**src/rtl/plp_mnemonic_encoder.sv**
```systemverilog
// rtl/plp_mnemonic_encoder.sv - streaming ASCII mnemonic to PLP instruction skeleton encoder
// One mnemonic per token; operand fields of the emitted skeleton are left zero.
module plp_mnemonic_encoder (
    input  logic        clk,
    input  logic        rst,
    input  logic [7:0]  char_in,
    input  logic        char_valid,
    output logic        char_ready,
    output logic [31:0] enc_instr,
    output logic        enc_pseudo,
    output logic        enc_err,
    output logic        enc_valid,
    input  logic        enc_ready
);

    localparam logic [5:0] R_TYPE   = 6'h00;
    localparam logic [5:0] OP_J     = 6'h02;
    localparam logic [5:0] OP_JAL   = 6'h03;
    localparam logic [5:0] OP_BEQ   = 6'h04;
    localparam logic [5:0] OP_BNE   = 6'h05;
    localparam logic [5:0] OP_ADDIU = 6'h09;
    localparam logic [5:0] OP_SLTI  = 6'h0A;
    localparam logic [5:0] OP_SLTIU = 6'h0B;
    localparam logic [5:0] OP_ANDI  = 6'h0C;
    localparam logic [5:0] OP_ORI   = 6'h0D;
    localparam logic [5:0] OP_LUI   = 6'h0F;
    localparam logic [5:0] OP_LW    = 6'h23;
    localparam logic [5:0] OP_LBU   = 6'h24;
    localparam logic [5:0] OP_SW    = 6'h2B;

    localparam logic [5:0] F_SLL    = 6'h00;
    localparam logic [5:0] F_SRL    = 6'h02;
    localparam logic [5:0] F_SLLV   = 6'h04;
    localparam logic [5:0] F_SRLV   = 6'h06;
    localparam logic [5:0] F_JR     = 6'h08;
    localparam logic [5:0] F_JALR   = 6'h09;
    localparam logic [5:0] F_MOVZ   = 6'h0A;
    localparam logic [5:0] F_MULLO  = 6'h10;
    localparam logic [5:0] F_MULHI  = 6'h11;
    localparam logic [5:0] F_ADDU   = 6'h21;
    localparam logic [5:0] F_SUBU   = 6'h23;
    localparam logic [5:0] F_AND    = 6'h24;
    localparam logic [5:0] F_OR     = 6'h25;
    localparam logic [5:0] F_XOR    = 6'h26;
    localparam logic [5:0] F_NOR    = 6'h27;
    localparam logic [5:0] F_SLT    = 6'h2A;
    localparam logic [5:0] F_SLTU   = 6'h2B;

    localparam logic [4:0]  SPR_Z     = 5'd0;
    localparam logic [2:0]  MAX_CHARS = 3'd5;
    localparam logic [39:0] BLANK_TOK = {5{8'h20}};

    typedef enum logic [2:0] {
        S_IDLE,
        S_ACCUM,
        S_DRAIN,
        S_LOOKUP,
        S_HOLD
    } state_t;

    state_t      state_q, state_d;
    logic [39:0] tok_q, tok_d;
    logic [2:0]  cnt_q, cnt_d;
    logic        err_q, err_d;
    logic [31:0] instr_q, instr_d;
    logic        pseudo_q, pseudo_d;
    logic        enc_err_q, enc_err_d;

    logic        is_delim;
    logic        is_upper;
    logic        is_lower;
    logic        is_letter;
    logic        is_illegal;
    logic        accept;
    logic [7:0]  char_lc;
    logic [33:0] lut;

    function automatic logic [31:0] r_skel(input logic [5:0] fn);
        return {R_TYPE, 20'd0, fn};
    endfunction

    function automatic logic [31:0] i_skel(input logic [5:0] op);
        return {op, 26'd0};
    endfunction

    // Result is {hit, pseudo, instr}; a miss yields all zeros.
    function automatic logic [33:0] lookup_token(input logic [39:0] tok);
        logic [33:0] r;
        r = 34'd0;
        case (tok)
            "addu ": r = {2'b10, r_skel(F_ADDU)};
            "and  ": r = {2'b10, r_skel(F_AND)};
            "jr   ": r = {2'b10, r_skel(F_JR)};
            "jalr ": r = {2'b10, r_skel(F_JALR)};
            "movz ": r = {2'b10, r_skel(F_MOVZ)};
            "mulhi": r = {2'b10, r_skel(F_MULHI)};
            "mullo": r = {2'b10, r_skel(F_MULLO)};
            "nor  ": r = {2'b10, r_skel(F_NOR)};
            "or   ": r = {2'b10, r_skel(F_OR)};
            "sll  ": r = {2'b10, r_skel(F_SLL)};
            "sllv ": r = {2'b10, r_skel(F_SLLV)};
            "slt  ": r = {2'b10, r_skel(F_SLT)};
            "sltu ": r = {2'b10, r_skel(F_SLTU)};
            "srl  ": r = {2'b10, r_skel(F_SRL)};
            "srlv ": r = {2'b10, r_skel(F_SRLV)};
            "subu ": r = {2'b10, r_skel(F_SUBU)};
            "xor  ": r = {2'b10, r_skel(F_XOR)};
            "addiu": r = {2'b10, i_skel(OP_ADDIU)};
            "andi ": r = {2'b10, i_skel(OP_ANDI)};
            "beq  ": r = {2'b10, i_skel(OP_BEQ)};
            "bne  ": r = {2'b10, i_skel(OP_BNE)};
            "j    ": r = {2'b10, i_skel(OP_J)};
            "jal  ": r = {2'b10, i_skel(OP_JAL)};
            "lbu  ": r = {2'b10, i_skel(OP_LBU)};
            "lui  ": r = {2'b10, i_skel(OP_LUI)};
            "lw   ": r = {2'b10, i_skel(OP_LW)};
            "ori  ": r = {2'b10, i_skel(OP_ORI)};
            "slti ": r = {2'b10, i_skel(OP_SLTI)};
            "sltiu": r = {2'b10, i_skel(OP_SLTIU)};
            "sw   ": r = {2'b10, i_skel(OP_SW)};
            "nop  ": r = {2'b11, r_skel(F_SLL)};
            "move ": r = {2'b11, R_TYPE, 5'd0, SPR_Z, 10'd0, F_ADDU};
            "b    ": r = {2'b11, OP_BEQ, SPR_Z, SPR_Z, 16'd0};
            default: r = 34'd0;
        endcase
        return r;
    endfunction

    always_comb begin
        is_delim   = (char_in == 8'h20) || (char_in == 8'h09) || (char_in == 8'h0A) ||
                     (char_in == 8'h0D) || (char_in == 8'h00);
        is_upper   = (char_in >= 8'h41) && (char_in <= 8'h5A);
        is_lower   = (char_in >= 8'h61) && (char_in <= 8'h7A);
        is_letter  = is_upper || is_lower;
        is_illegal = !is_letter && !is_delim;
        char_lc    = is_upper ? (char_in | 8'h20) : char_in;
        accept     = char_valid && char_ready;
    end

    assign lut = lookup_token(tok_q);

    always_ff @(posedge clk or posedge rst) begin
        if (rst) begin
            state_q <= S_IDLE;
        end else begin
            state_q <= state_d;
        end
    end

    always_comb begin
        state_d = state_q;
        case (state_q)
            S_IDLE: begin
                if (accept) begin
                    if (is_letter) begin
                        state_d = S_ACCUM;
                    end else if (is_illegal) begin
                        state_d = S_DRAIN;
                    end
                end
            end
            S_ACCUM: begin
                if (accept) begin
                    if (is_delim) begin
                        state_d = S_LOOKUP;
                    end else if (is_illegal || (cnt_q == MAX_CHARS)) begin
                        state_d = S_DRAIN;
                    end
                end
            end
            S_DRAIN: begin
                if (accept && is_delim) begin
                    state_d = S_HOLD;
                end
            end
            S_LOOKUP: state_d = S_HOLD;
            S_HOLD: begin
                if (enc_ready) begin
                    state_d = S_IDLE;
                end
            end
            default: state_d = S_IDLE;
        endcase
    end

    always_comb begin
        char_ready = 1'b0;
        enc_valid  = 1'b0;
        case (state_q)
            S_IDLE, S_ACCUM, S_DRAIN: char_ready = ~rst;
            S_HOLD:                   enc_valid  = 1'b1;
            default:                  ;
        endcase
    end

    // Token buffer, error latch and the registered result.
    always_comb begin
        tok_d     = tok_q;
        cnt_d     = cnt_q;
        err_d     = err_q;
        instr_d   = instr_q;
        pseudo_d  = pseudo_q;
        enc_err_d = enc_err_q;
        case (state_q)
            S_IDLE, S_ACCUM: begin
                if (accept) begin
                    if (is_letter && (cnt_q < MAX_CHARS)) begin
                        for (int i = 0; i < 5; i++) begin
                            if (cnt_q == 3'(i)) begin
                                tok_d[8*(4-i) +: 8] = char_lc;
                            end
                        end
                        cnt_d = cnt_q + 3'd1;
                    end else if (!is_delim) begin
                        err_d = 1'b1;
                    end
                end
            end
            S_DRAIN: begin
                if (accept && is_delim) begin
                    instr_d   = 32'd0;
                    pseudo_d  = 1'b0;
                    enc_err_d = err_q;
                end
            end
            S_LOOKUP: begin
                instr_d   = lut[31:0];
                pseudo_d  = lut[32];
                enc_err_d = ~lut[33];
            end
            S_HOLD: begin
                if (enc_ready) begin
                    tok_d = BLANK_TOK;
                    cnt_d = 3'd0;
                    err_d = 1'b0;
                end
            end
            default: ;
        endcase
    end

    always_ff @(posedge clk or posedge rst) begin
        if (rst) begin
            tok_q     <= BLANK_TOK;
            cnt_q     <= 3'd0;
            err_q     <= 1'b0;
            instr_q   <= 32'd0;
            pseudo_q  <= 1'b0;
            enc_err_q <= 1'b0;
        end else begin
            tok_q     <= tok_d;
            cnt_q     <= cnt_d;
            err_q     <= err_d;
            instr_q   <= instr_d;
            pseudo_q  <= pseudo_d;
            enc_err_q <= enc_err_d;
        end
    end

    assign enc_instr  = instr_q;
    assign enc_pseudo = pseudo_q;
    assign enc_err    = enc_err_q;

endmodule
```
**config.mk**
```make
export PLATFORM = sky130hd
export DESIGN_NAME = plp_mnemonic_encoder
export DESIGN_NICKNAME = d
export VERILOG_FILES = /design/src/rtl/plp_mnemonic_encoder.sv
export SDC_FILE = /design/constraint.sdc
export NUM_CORES = 1
export LEC_CHECK = 0
export CORE_MARGIN = 4
export CORE_UTILIZATION = 34
export DETAILED_ROUTE_END_ITERATION = 6
export SKIP_CTS_REPAIR_TIMING = 1
export SKIP_LAST_GASP = 1
export SLEW_MARGIN = 20
export SYNTH_ARGS = -nofsm -noshare
export SYNTH_HDL_FRONTEND = slang
export SYNTH_SLANG_ARGS = --single-unit
```
**constraint.sdc**
```tcl
create_clock -name clk -period 7.6 [get_ports clk]
set_clock_uncertainty 0.05 [all_clocks]
set_input_delay 1.52 -clock clk [delete_from_list [all_inputs] [get_ports clk]]
set_output_delay 1.52 -clock clk [all_outputs]
set_load 0.1 [all_outputs]
```
==> impl_metrics.env, run 1 <==
export IMPL_ys_seq_elements=60
export IMPL_grt_pass1_wl_um=17460
export IMPL_drtPass1Iterations=4
export IMPL_placement_io_buffers=26
export IMPL_period_share=0.6579
export IMPL_finalSetupTns_ns=0
export IMPL_drc=0
export IMPL_end_kind="output port"
export IMPL_io_pins=48
export IMPL_yosysWarnings=0
export IMPL_synth_edf_count=0
export IMPL_antenna_found_initial=0
export IMPL_start_util=0.3532
export IMPL_clockRootBuffer="clkbuf_16"
export IMPL_worstHoldPathType="flip-flop to flip-flop"
export IMPL_die_x_um=117.6
export IMPL_routabilityCongestion=0.9184
export IMPL_via_per_inst=5.809
export IMPL_power_leakage_uw=0.001741
export IMPL_synth_cell_types=72
export IMPL_die_y_um=117.6
export IMPL_dp_hpwl_um=8308
export IMPL_layout_drive_gt1_share=0.1806
export IMPL_critPathLaunchType="primary input"
export IMPL_relSlewSlack=0.3360
export IMPL_final_cell_mix="dfrtp_1, nand2_1, mux2_2"
export IMPL_syn_cell_area_um2=4085
export IMPL_grt_pass1_vias=3229
export IMPL_ir_drop_uv=141.1
export IMPL_rsz0062_at_grt="no"
export IMPL_wl_per_cell_um=18.10
export IMPL_cts_sinks=60
export IMPL_fin_cells=597
export IMPL_clk_latency_ns=0.33
export IMPL_critPathMaxFanout=2
export IMPL_seq_area_um2=1508
export IMPL_setup_viol=0
export IMPL_grt_max_degree=61
export IMPL_seq_area_frac_synth=0.3691
export IMPL_vias=3468
export IMPL_holdPathStages=2
export IMPL_nets=466
export IMPL_crit_type="primary input to output port"
export IMPL_hold_viol_final=0
export IMPL_fillers=1134
export IMPL_synth_ff_type="dfrtp_1"
export IMPL_fmax_ghz=0.2000
export IMPL_outcome="finished clean"
export IMPL_dieArea_um2=13830
export IMPL_async_reset_ff_frac=1.000
export IMPL_cts_max_level=3
export IMPL_cp_arrival_ns=3.43
export IMPL_coreArea_um2=11560
export IMPL_clk_pin_slew_worst_paths_ns=0.06
export IMPL_cts_buffer_depth=2
export IMPL_rows=39
export IMPL_antenna_left=0
export IMPL_finish_utilization=0.4000
export IMPL_cts_buffers=9
export IMPL_synth_area_per_cell_um2=9.590
export IMPL_cts_tree="built"
export IMPL_rr_worst_depth=7
export IMPL_period_minus_slack_ns=5.000
export IMPL_final_common_cell="dfrtp_1"
export IMPL_power_density_nw_per_um2=375.1
export IMPL_drv_slew=0
export IMPL_initialDrtViolationCount=208
export IMPL_synthCells=426
export IMPL_crit_required_ns=6.03
export IMPL_cap_violations=0
export IMPL_grt_usage=0.1560
export IMPL_worst_pin_slew_ns=0.9929
export IMPL_multiInputGateArea_um2=2360
export IMPL_totalWireLength_um=10800
export IMPL_antenna_cells=0
export IMPL_grt_overflow=0
export IMPL_syn_to_final_growth_pct=13.23
export IMPL_placed_cells=581
path summary, 6_finish.rpt:
path	slack [ns]	startpoint	to
worst max register to register	4.55	tok_q[1]$_DFFE_PP0P_	enc_err$_DFFE_PP0P_
worst min-delay path	0.43	enc_instr[26]$_DFFE_PP0P_	enc_instr[26]$_DFFE_PP0P_
max in group asynchronous	5.30	rst	tok_q[39]$_DFFE_PP0P_
worst max-delay path	2.60	rst	char_ready
min in group asynchronous	1.70	rst	enc_instr[29]$_DFFE_PP0P_
worst min register to register	0.43	enc_instr[26]$_DFFE_PP0P_	enc_instr[26]$_DFFE_PP0P_
per-stage QoR:
step / hold WS, ns / worst slack, ns / total power (uW) / cell area (um^2)
CTS: 0.4336 / 2.580 / 1736 / 4626
finish: 0.4253 / 2.600 / 1735 / 4626
global placement: 0.4140 / 2.614 / 1311 / 4333
floorplan: 0.4113 / 2.213 / 1188 / 4160
detailed placement: 0.4200 / 2.580 / 1327 / 4333
global route: 0.4624 / 2.561 / 1842 / 4626
cell usage after synthesis, types with 6 or more instances:
| cell type | n | area [um^2] |
|---|---|---|
| mux2_2 | 31 | 349.1 |
| a211oi_1 | 8 | 60.06 |
| buf_4 | 21 | 157.7 |
| and2_1 | 12 | 75.07 |
| dfrtp_1 | 55 | 1376 |
| nand4_1 | 12 | 75.07 |
| nor2b_1 | 12 | 75.07 |
| nor2_1 | 23 | 86.33 |
| nand2b_1 | 11 | 68.82 |
| o21ai_1 | 6 | 30.03 |
| o21ai_0 | 17 | 85.08 |
| a21oi_1 | 13 | 65.06 |
| nor4_1 | 10 | 62.56 |
| nor3_1 | 13 | 65.06 |
| nor4b_1 | 8 | 70.07 |
| nand2_1 | 46 | 172.7 |
| nand3_1 | 16 | 80.08 |
power breakdown:
group	leakage, uW	internal, uW	switching, uW	total, uW
Sequential	0.000756	441	169	611
Clock	0.000137	252	152	404
Combinational	0.000848	282	439	721
Total	0.00174	975	760	1730
flip-flops by register name, indices dropped and copies added (netlist names):
signal and count:
enc_err 1, tok_q 40, enc_pseudo 1, cnt_q 3, enc_instr 11, err_q 1
state_q 3
cell families (layout without fill, tap and decap cells):
group,count (synthesis),in the layout,synth area share
simple gates,216,216,0.3354
buf+inv,40,48,0.07167
compound gates,73,73,0.1222
other cells,1,21,0.0009180
flops,60,60,0.3691
mux,31,31,0.08545
fa+ha+maj,5,5,0.01531
final cells by class:
type,count,share of cell area
clock buffers,9,0.04869
clock inverters,7,0.01461
inverters,5,0.004057
multi-input cells,346,0.5101
flip-flops and latches,60,0.3259
well taps,143,0.03868
repair buffers,27,0.05788
worst max-delay path, cell delays in order:
cell,delay [ns]
clkdlybuf4s50_1,0.44
a211oi_1,0.28
clkdlybuf4s50_1,1.19
metal layers:
layer,GRT usage,up-vias,part of all wire
met3,0.03027,29,0.057
met4,0.07179,0,0.033
met2,0.2350,141,0.44
met1,0.2162,1677,0.47
met5,0,-,0
li1,-,1621,-
No activity file was read; power rests on OpenSTA's default activity.
==> run 2, diff against run 1 <==
Clock period 7.6 ns to 5.1 ns, I/O delays scaled along.
==> run 2 against run 1 <==
  * Worst hold slack improved by 0.0038 ns
  * Power rose by 53%
  * Register-to-register slack got worse by 2.6 ns
  * Cell area grew 0.70%
  * Critical path depth is 1 higher
  * Utilization increased by 0.28 points
  * Clock power up 64%
  * First-iteration DRC count is 23% higher
  * Sequential share of layout area decreased by 0.23 points
  * Largest cell class unchanged
==> impl_metrics.env, run 2 (synthesized netlist as in run 1, its figures left out) <==
export IMPL_start_util=0.3532
export IMPL_setup_viol=0
export IMPL_top_register="tok_q"
export IMPL_setup_ws_ns=1.510
export IMPL_cts_sinks=60
export IMPL_grt_max_degree=47
export IMPL_antenna_left=0
export IMPL_antenna_cells=0
export IMPL_coreArea_um2=11560
export IMPL_die_y_um=117.6
export IMPL_crit_required_ns=4.03
export IMPL_largest_reg_flops=40
export IMPL_drc=0
export IMPL_power_density_nw_per_um2=569.4
export IMPL_syn_to_final_growth_pct=14.03
export IMPL_grt_usage=0.1607
export IMPL_io_pins=48
export IMPL_cts_tree="built"
export IMPL_cts_buffers=9
export IMPL_totalWireLength_um=11060
export IMPL_rsz0062_at_grt="no"
export IMPL_dieArea_um2=13830
export IMPL_grt_overflow=0
export IMPL_post_dp_cell_area_um2=4330
export IMPL_routabilityCongestion=0.9143
export IMPL_cpPeakStageDelay_ns=1.16
export IMPL_final_cell_mix="dfrtp_1, nand2_1, mux2_2"
export IMPL_ir_drop_uv=201.1
export IMPL_clockRootBuffer="clkbuf_16"
export IMPL_die_x_um=117.6
export IMPL_finalSetupTns_ns=0
export IMPL_cp_arrival_ns=2.52
export IMPL_outcome="finished clean"
export IMPL_final_common_cell="dfrtp_1"
export IMPL_fmax_ghz=0.2786
export IMPL_worst_pin_slew_ns=0.9912
export IMPL_clk_latency_ns=0.33
export IMPL_antenna_found_initial=0
export IMPL_vias=3407
export IMPL_dp_hpwl_um=8544
export IMPL_relSlewSlack=0.3371
export IMPL_worstHoldPathType="flip-flop to flip-flop"
export IMPL_period_minus_slack_ns=3.590
export IMPL_critPathMaxFanout=11
export IMPL_grt_pass1_vias=3254
export IMPL_clk_pin_slew_worst_paths_ns=0.05
export IMPL_via_per_inst=5.707
export IMPL_placement_io_buffers=26
export IMPL_top_layer="met4"
export IMPL_critPathLaunchType="flip-flop"
export IMPL_crit_type="flip-flop to output port"
export IMPL_initialDrtViolationCount=255
export IMPL_drv_slew=0
export IMPL_cap_violations=0
export IMPL_period_share=0.7039
export IMPL_path_delay_family="buffers and inverters"
export IMPL_path_cells="nor2_1, nand2_1, inv_1, clkdlybuf4s50_1"
export IMPL_finish_utilization=0.4028
export IMPL_crit_buf_inv=2
export IMPL_rows=39
export IMPL_met3WireLength_um=460
export IMPL_routed_wl_met2_um=4971
export IMPL_wl_met1_um=5256
export IMPL_fin_area_um2=4658
export IMPL_nets=466
export IMPL_power_leakage_uw=0.001761
export IMPL_cts_buffer_depth=2
export IMPL_cp_slowest_cell="clkdlybuf4s50_1"
export IMPL_hold_viol_final=0
export IMPL_layout_drive_gt1_share=0.1806
export IMPL_cts_max_level=3
export IMPL_drtPass1Iterations=4
export IMPL_grt_pass1_wl_um=17780
export IMPL_end_kind="output port"
export IMPL_fillers=1148
export IMPL_wl_per_cell_um=18.52
export IMPL_post_place_ws_ns=1.212
==> run 2: routing by layer <==
metal  track usage  vias up
met5             0        -
met4       0.07546        0
met3       0.03075       24
met2        0.2433      104
met1        0.2213     1675
li1              -     1604
==> run 2: cell type report <==
| class | instances | area [um^2] | area share |
|---|---|---|---|
| multi-input combinational | 346 | 2360 | 0.5066 |
| sequential | 60 | 1508 | 0.3237 |
| timing repair buffer | 27 | 265.3 | 0.05694 |
| clock buffer | 11 | 242.7 | 0.05211 |
| tap | 143 | 178.9 | 0.03841 |
| clock inverter | 5 | 85.08 | 0.01826 |
| inverter | 5 | 18.77 | 0.004029 |
==> run 2: worst paths after layout <==
kind | from | endpoint | slack (ns) | depth (start not counted)
max | state_q[0]$_DFFE_PP0P_ | enc_valid | 1.51 | 4
min | enc_instr[3]$_DFFE_PP0P_ | enc_instr[3]$_DFFE_PP0P_ | 0.43 | 2
max reg2reg | tok_q[1]$_DFFE_PP0P_ | enc_err$_DFFE_PP0P_ | 2.00 | 7
min reg2reg | enc_instr[3]$_DFFE_PP0P_ | enc_instr[3]$_DFFE_PP0P_ | 0.43 | 2
max in group asynchronous | rst | tok_q[0]$_DFFE_PP0P_ | 3.16 | 3
min in group asynchronous | rst | enc_instr[4]$_DFFE_PP0P_ | 0.95 | 2
==> run 2: worst register-to-register path, delay by kind of cell, from the launching register on <==
kind             cells  cell delay, ns
AO/OA/AOI/OAI        3            0.69
flip-flops           1            0.47
AND/OR/NAND/NOR      4            1.78
==> run 2: report_power, final <==
part	total (uW)	switching, uW	internal (uW)	leakage, uW
registers	914	256	658	0.000756
logic	1080	656	419	0.000849
clock network	662	220	443	0.000156
total	2650	1130	1520	0.00176
==> run 2: metrics by stage <==
| step | cells | total power (uW) | hold slack (ns) |
|---|---|---|---|
| final | 597 | 2653 | 0.4291 |
| after global routing | 597 | 2818 | 0.4700 |
| after CTS | 597 | 2652 | 0.4381 |
| after detailed placement | 581 | 1981 | 0.4262 |
| after global placement | 581 | 1964 | 0.4205 |
| after floorplan | 446 | 1770 | 0.4113 |
==> run 3, diff against run 2 <==
Clock period 5.1 ns to 2.9 ns, I/O delays scaled along.
==> run 3 against run 2 <==
  * Setup slack worse by 1.3 ns
  * Clock power up 75%
  * Register-to-register slack got worse by 1.8 ns
  * Non-clock buffer count up 41
  * Final cell count rose by 6.9%
  * Clock-buffer cell count grew 1
  * Sequential power increased by 74%
  * Largest power group unchanged
==> impl_metrics.env, run 3 (synthesized netlist as in run 1, its figures left out) <==
export IMPL_clk_pin_slew_worst_paths_ns=0.06
export IMPL_crit_required_ns=3.10
export IMPL_grt_overflow=0
export IMPL_placement_io_buffers=26
export IMPL_rrSetupSlack_ns=0.18
export IMPL_final_cell_mix="dfrtp_1, buf_4, nand2_1"
export IMPL_rsz0062_at_grt="no"
export IMPL_reg2reg_from="tok_q[1]$_DFFE_PP0P_"
export IMPL_path_common_cell="buf_4"
export IMPL_post_place_ws_ns=-0.1258
export IMPL_grt_usage=0.1688
export IMPL_min_from="enc_instr[31]$_DFFE_PP0P_"
export IMPL_end_kind="flip-flop"
export IMPL_vias=3510
export IMPL_die_x_um=117.6
export IMPL_finish_utilization=0.4297
export IMPL_path_delay_family="simple AND/OR/NAND/NOR gates"
export IMPL_cp_slowest_cell="nor4_1"
export IMPL_grt_pass1_wl_um=18640
export IMPL_period_share=0.9394
export IMPL_nets=507
export IMPL_fmax_ghz=0.3671
export IMPL_totalWireLength_um=11380
export IMPL_rr_worst_depth=9
export IMPL_layout_drive_gt1_share=0.2768
export IMPL_worst_pin_slew_ns=0.5972
export IMPL_routabilityCongestion=0.9226
export IMPL_dp_hpwl_um=8992
export IMPL_antenna_left=0
export IMPL_via_per_inst=5.502
export IMPL_wl_per_cell_um=17.84
export IMPL_coreArea_um2=11560
export IMPL_worstHoldPathType="flip-flop to flip-flop"
export IMPL_crit_type="flip-flop to flip-flop"
export IMPL_cts_sinks=60
export IMPL_cpPeakStageDelay_ns=0.48
export IMPL_drv_slew=0
export IMPL_dieArea_um2=13830
export IMPL_start_util=0.3532
export IMPL_syn_to_final_growth_pct=21.65
export IMPL_die_y_um=117.6
export IMPL_setup_viol=0
export IMPL_hold_path_endpoint="enc_instr[31]$_DFFE_PP0P_"
export IMPL_antenna_found_initial=0
export IMPL_cts_buffers=9
export IMPL_initialDrtViolationCount=243
export IMPL_drtPass1Iterations=5
export IMPL_critPathMaxFanout=6
export IMPL_antenna_cells=0
export IMPL_relSlewSlack=0.5982
export IMPL_setup_ws_ns=0.1757
export IMPL_rows=39
export IMPL_cts_tree="built"
export IMPL_timing_rr_end="enc_instr[27]$_DFFE_PP0P_"
export IMPL_outcome="finished clean"
export IMPL_post_dp_cell_area_um2=4641
export IMPL_critPathLaunchType="flip-flop"
export IMPL_cts_max_level=3
export IMPL_fin_area_um2=4970
export IMPL_hold_viol_final=0
export IMPL_io_pins=48
export IMPL_period_minus_slack_ns=2.724
export IMPL_power_density_nw_per_um2=983.3
export IMPL_path_cells="nor4b_4, nand4_2, buf_4, nor4_1, a21oi_1, and3_1, a41o_1, buf_4, o21ai_1"
export IMPL_grt_pass1_vias=3444
export IMPL_grt_max_degree=61
export IMPL_crit_buf_inv=2
export IMPL_cap_violations=0
export IMPL_ir_drop_uv=435.1
export IMPL_cp_arrival_ns=2.93
export IMPL_holdPathStages=2
export IMPL_clk_latency_ns=0.34
export IMPL_power_leakage_uw=0.002001
export IMPL_largest_reg_flops=40
export IMPL_cts_buffer_depth=2
export IMPL_drc=0
export IMPL_top_register="tok_q"
export IMPL_clockRootBuffer="clkbuf_16"
[run 3: cell count changes in the layout (fill, tap and decap cells not counted), sizes merged]
cell           delta
clkinvlp          -1
buf              +55
clkbuf            +1
clkdlybuf4s50    -14
[run 3: where the power goes]
group | switching (uW) | internal [uW]
clock | 385 | 775
combinational | 1220 | 917
sequential | 429 | 1160
[run 3: how the worst max path moves through the flow]
stage	start	end	slack, ns	depth (start not counted)
2_1_floorplan	rst	tok_q[0]$_DFFE_PP0P_	0.07	6
3_3_place_gp	char_in[3]	state_q[0]$_DFFE_PP0P_	-0.09	7
3_5_place_dp	char_in[3]	state_q[0]$_DFFE_PP0P_	-0.13	7
4_1_cts	tok_q[1]$_DFFE_PP0P_	enc_instr[27]$_DFFE_PP0P_	0.18	9
5_1_grt	tok_q[9]$_DFFE_PP0P_	enc_instr[1]$_DFFE_PP0P_	0.03	9
6_report	tok_q[1]$_DFFE_PP0P_	enc_instr[27]$_DFFE_PP0P_	0.18	9
[run 3: metal layers]
layer | vias up | share of wire | GRT usage
met1 | 1673 | 0.49 | 0.2372
met2 | 116 | 0.43 | 0.2483
met4 | 0 | 0.030 | 0.06960
met3 | 25 | 0.049 | 0.04037
met5 | - | 0 | 0
li1 | 1696 | - | -
[run 3: per-stage QoR]
stage | hold WS (ns) | instances | total power [uW] | setup TNS [ns]
global placement | 0.4162 | 622 | 3678 | -1.690
CTS | 0.4352 | 638 | 4899 | 0
finish | 0.4264 | 638 | 4887 | 0
global route | 0.4679 | 638 | 5205 | 0
detailed placement | 0.4218 | 622 | 3714 | -2.561
floorplan | 0.4113 | 446 | 3128 | 0
[run 3: cell type report]
type / instances / area (um^2)
Timing Repair Buffer: 68 / 563.0
Multi-Input combinational cell: 346 / 2381
Clock buffer: 12 / 246.5
Clock inverter: 4 / 73.82
Tap cell: 143 / 178.9
Sequential cell: 60 / 1508
Fill cell: 1128 / 6595
Inverter: 5 / 18.77
[run 3: worst reg2reg max path, delay by kind of cell (launching register included)]
kind | cells | cell delay [ns]
AO/OA/AOI/OAI | 3 | 0.51
buffers and inverters | 2 | 0.39
flip-flops | 1 | 0.46
AND/OR/NAND/NOR | 4 | 1.23
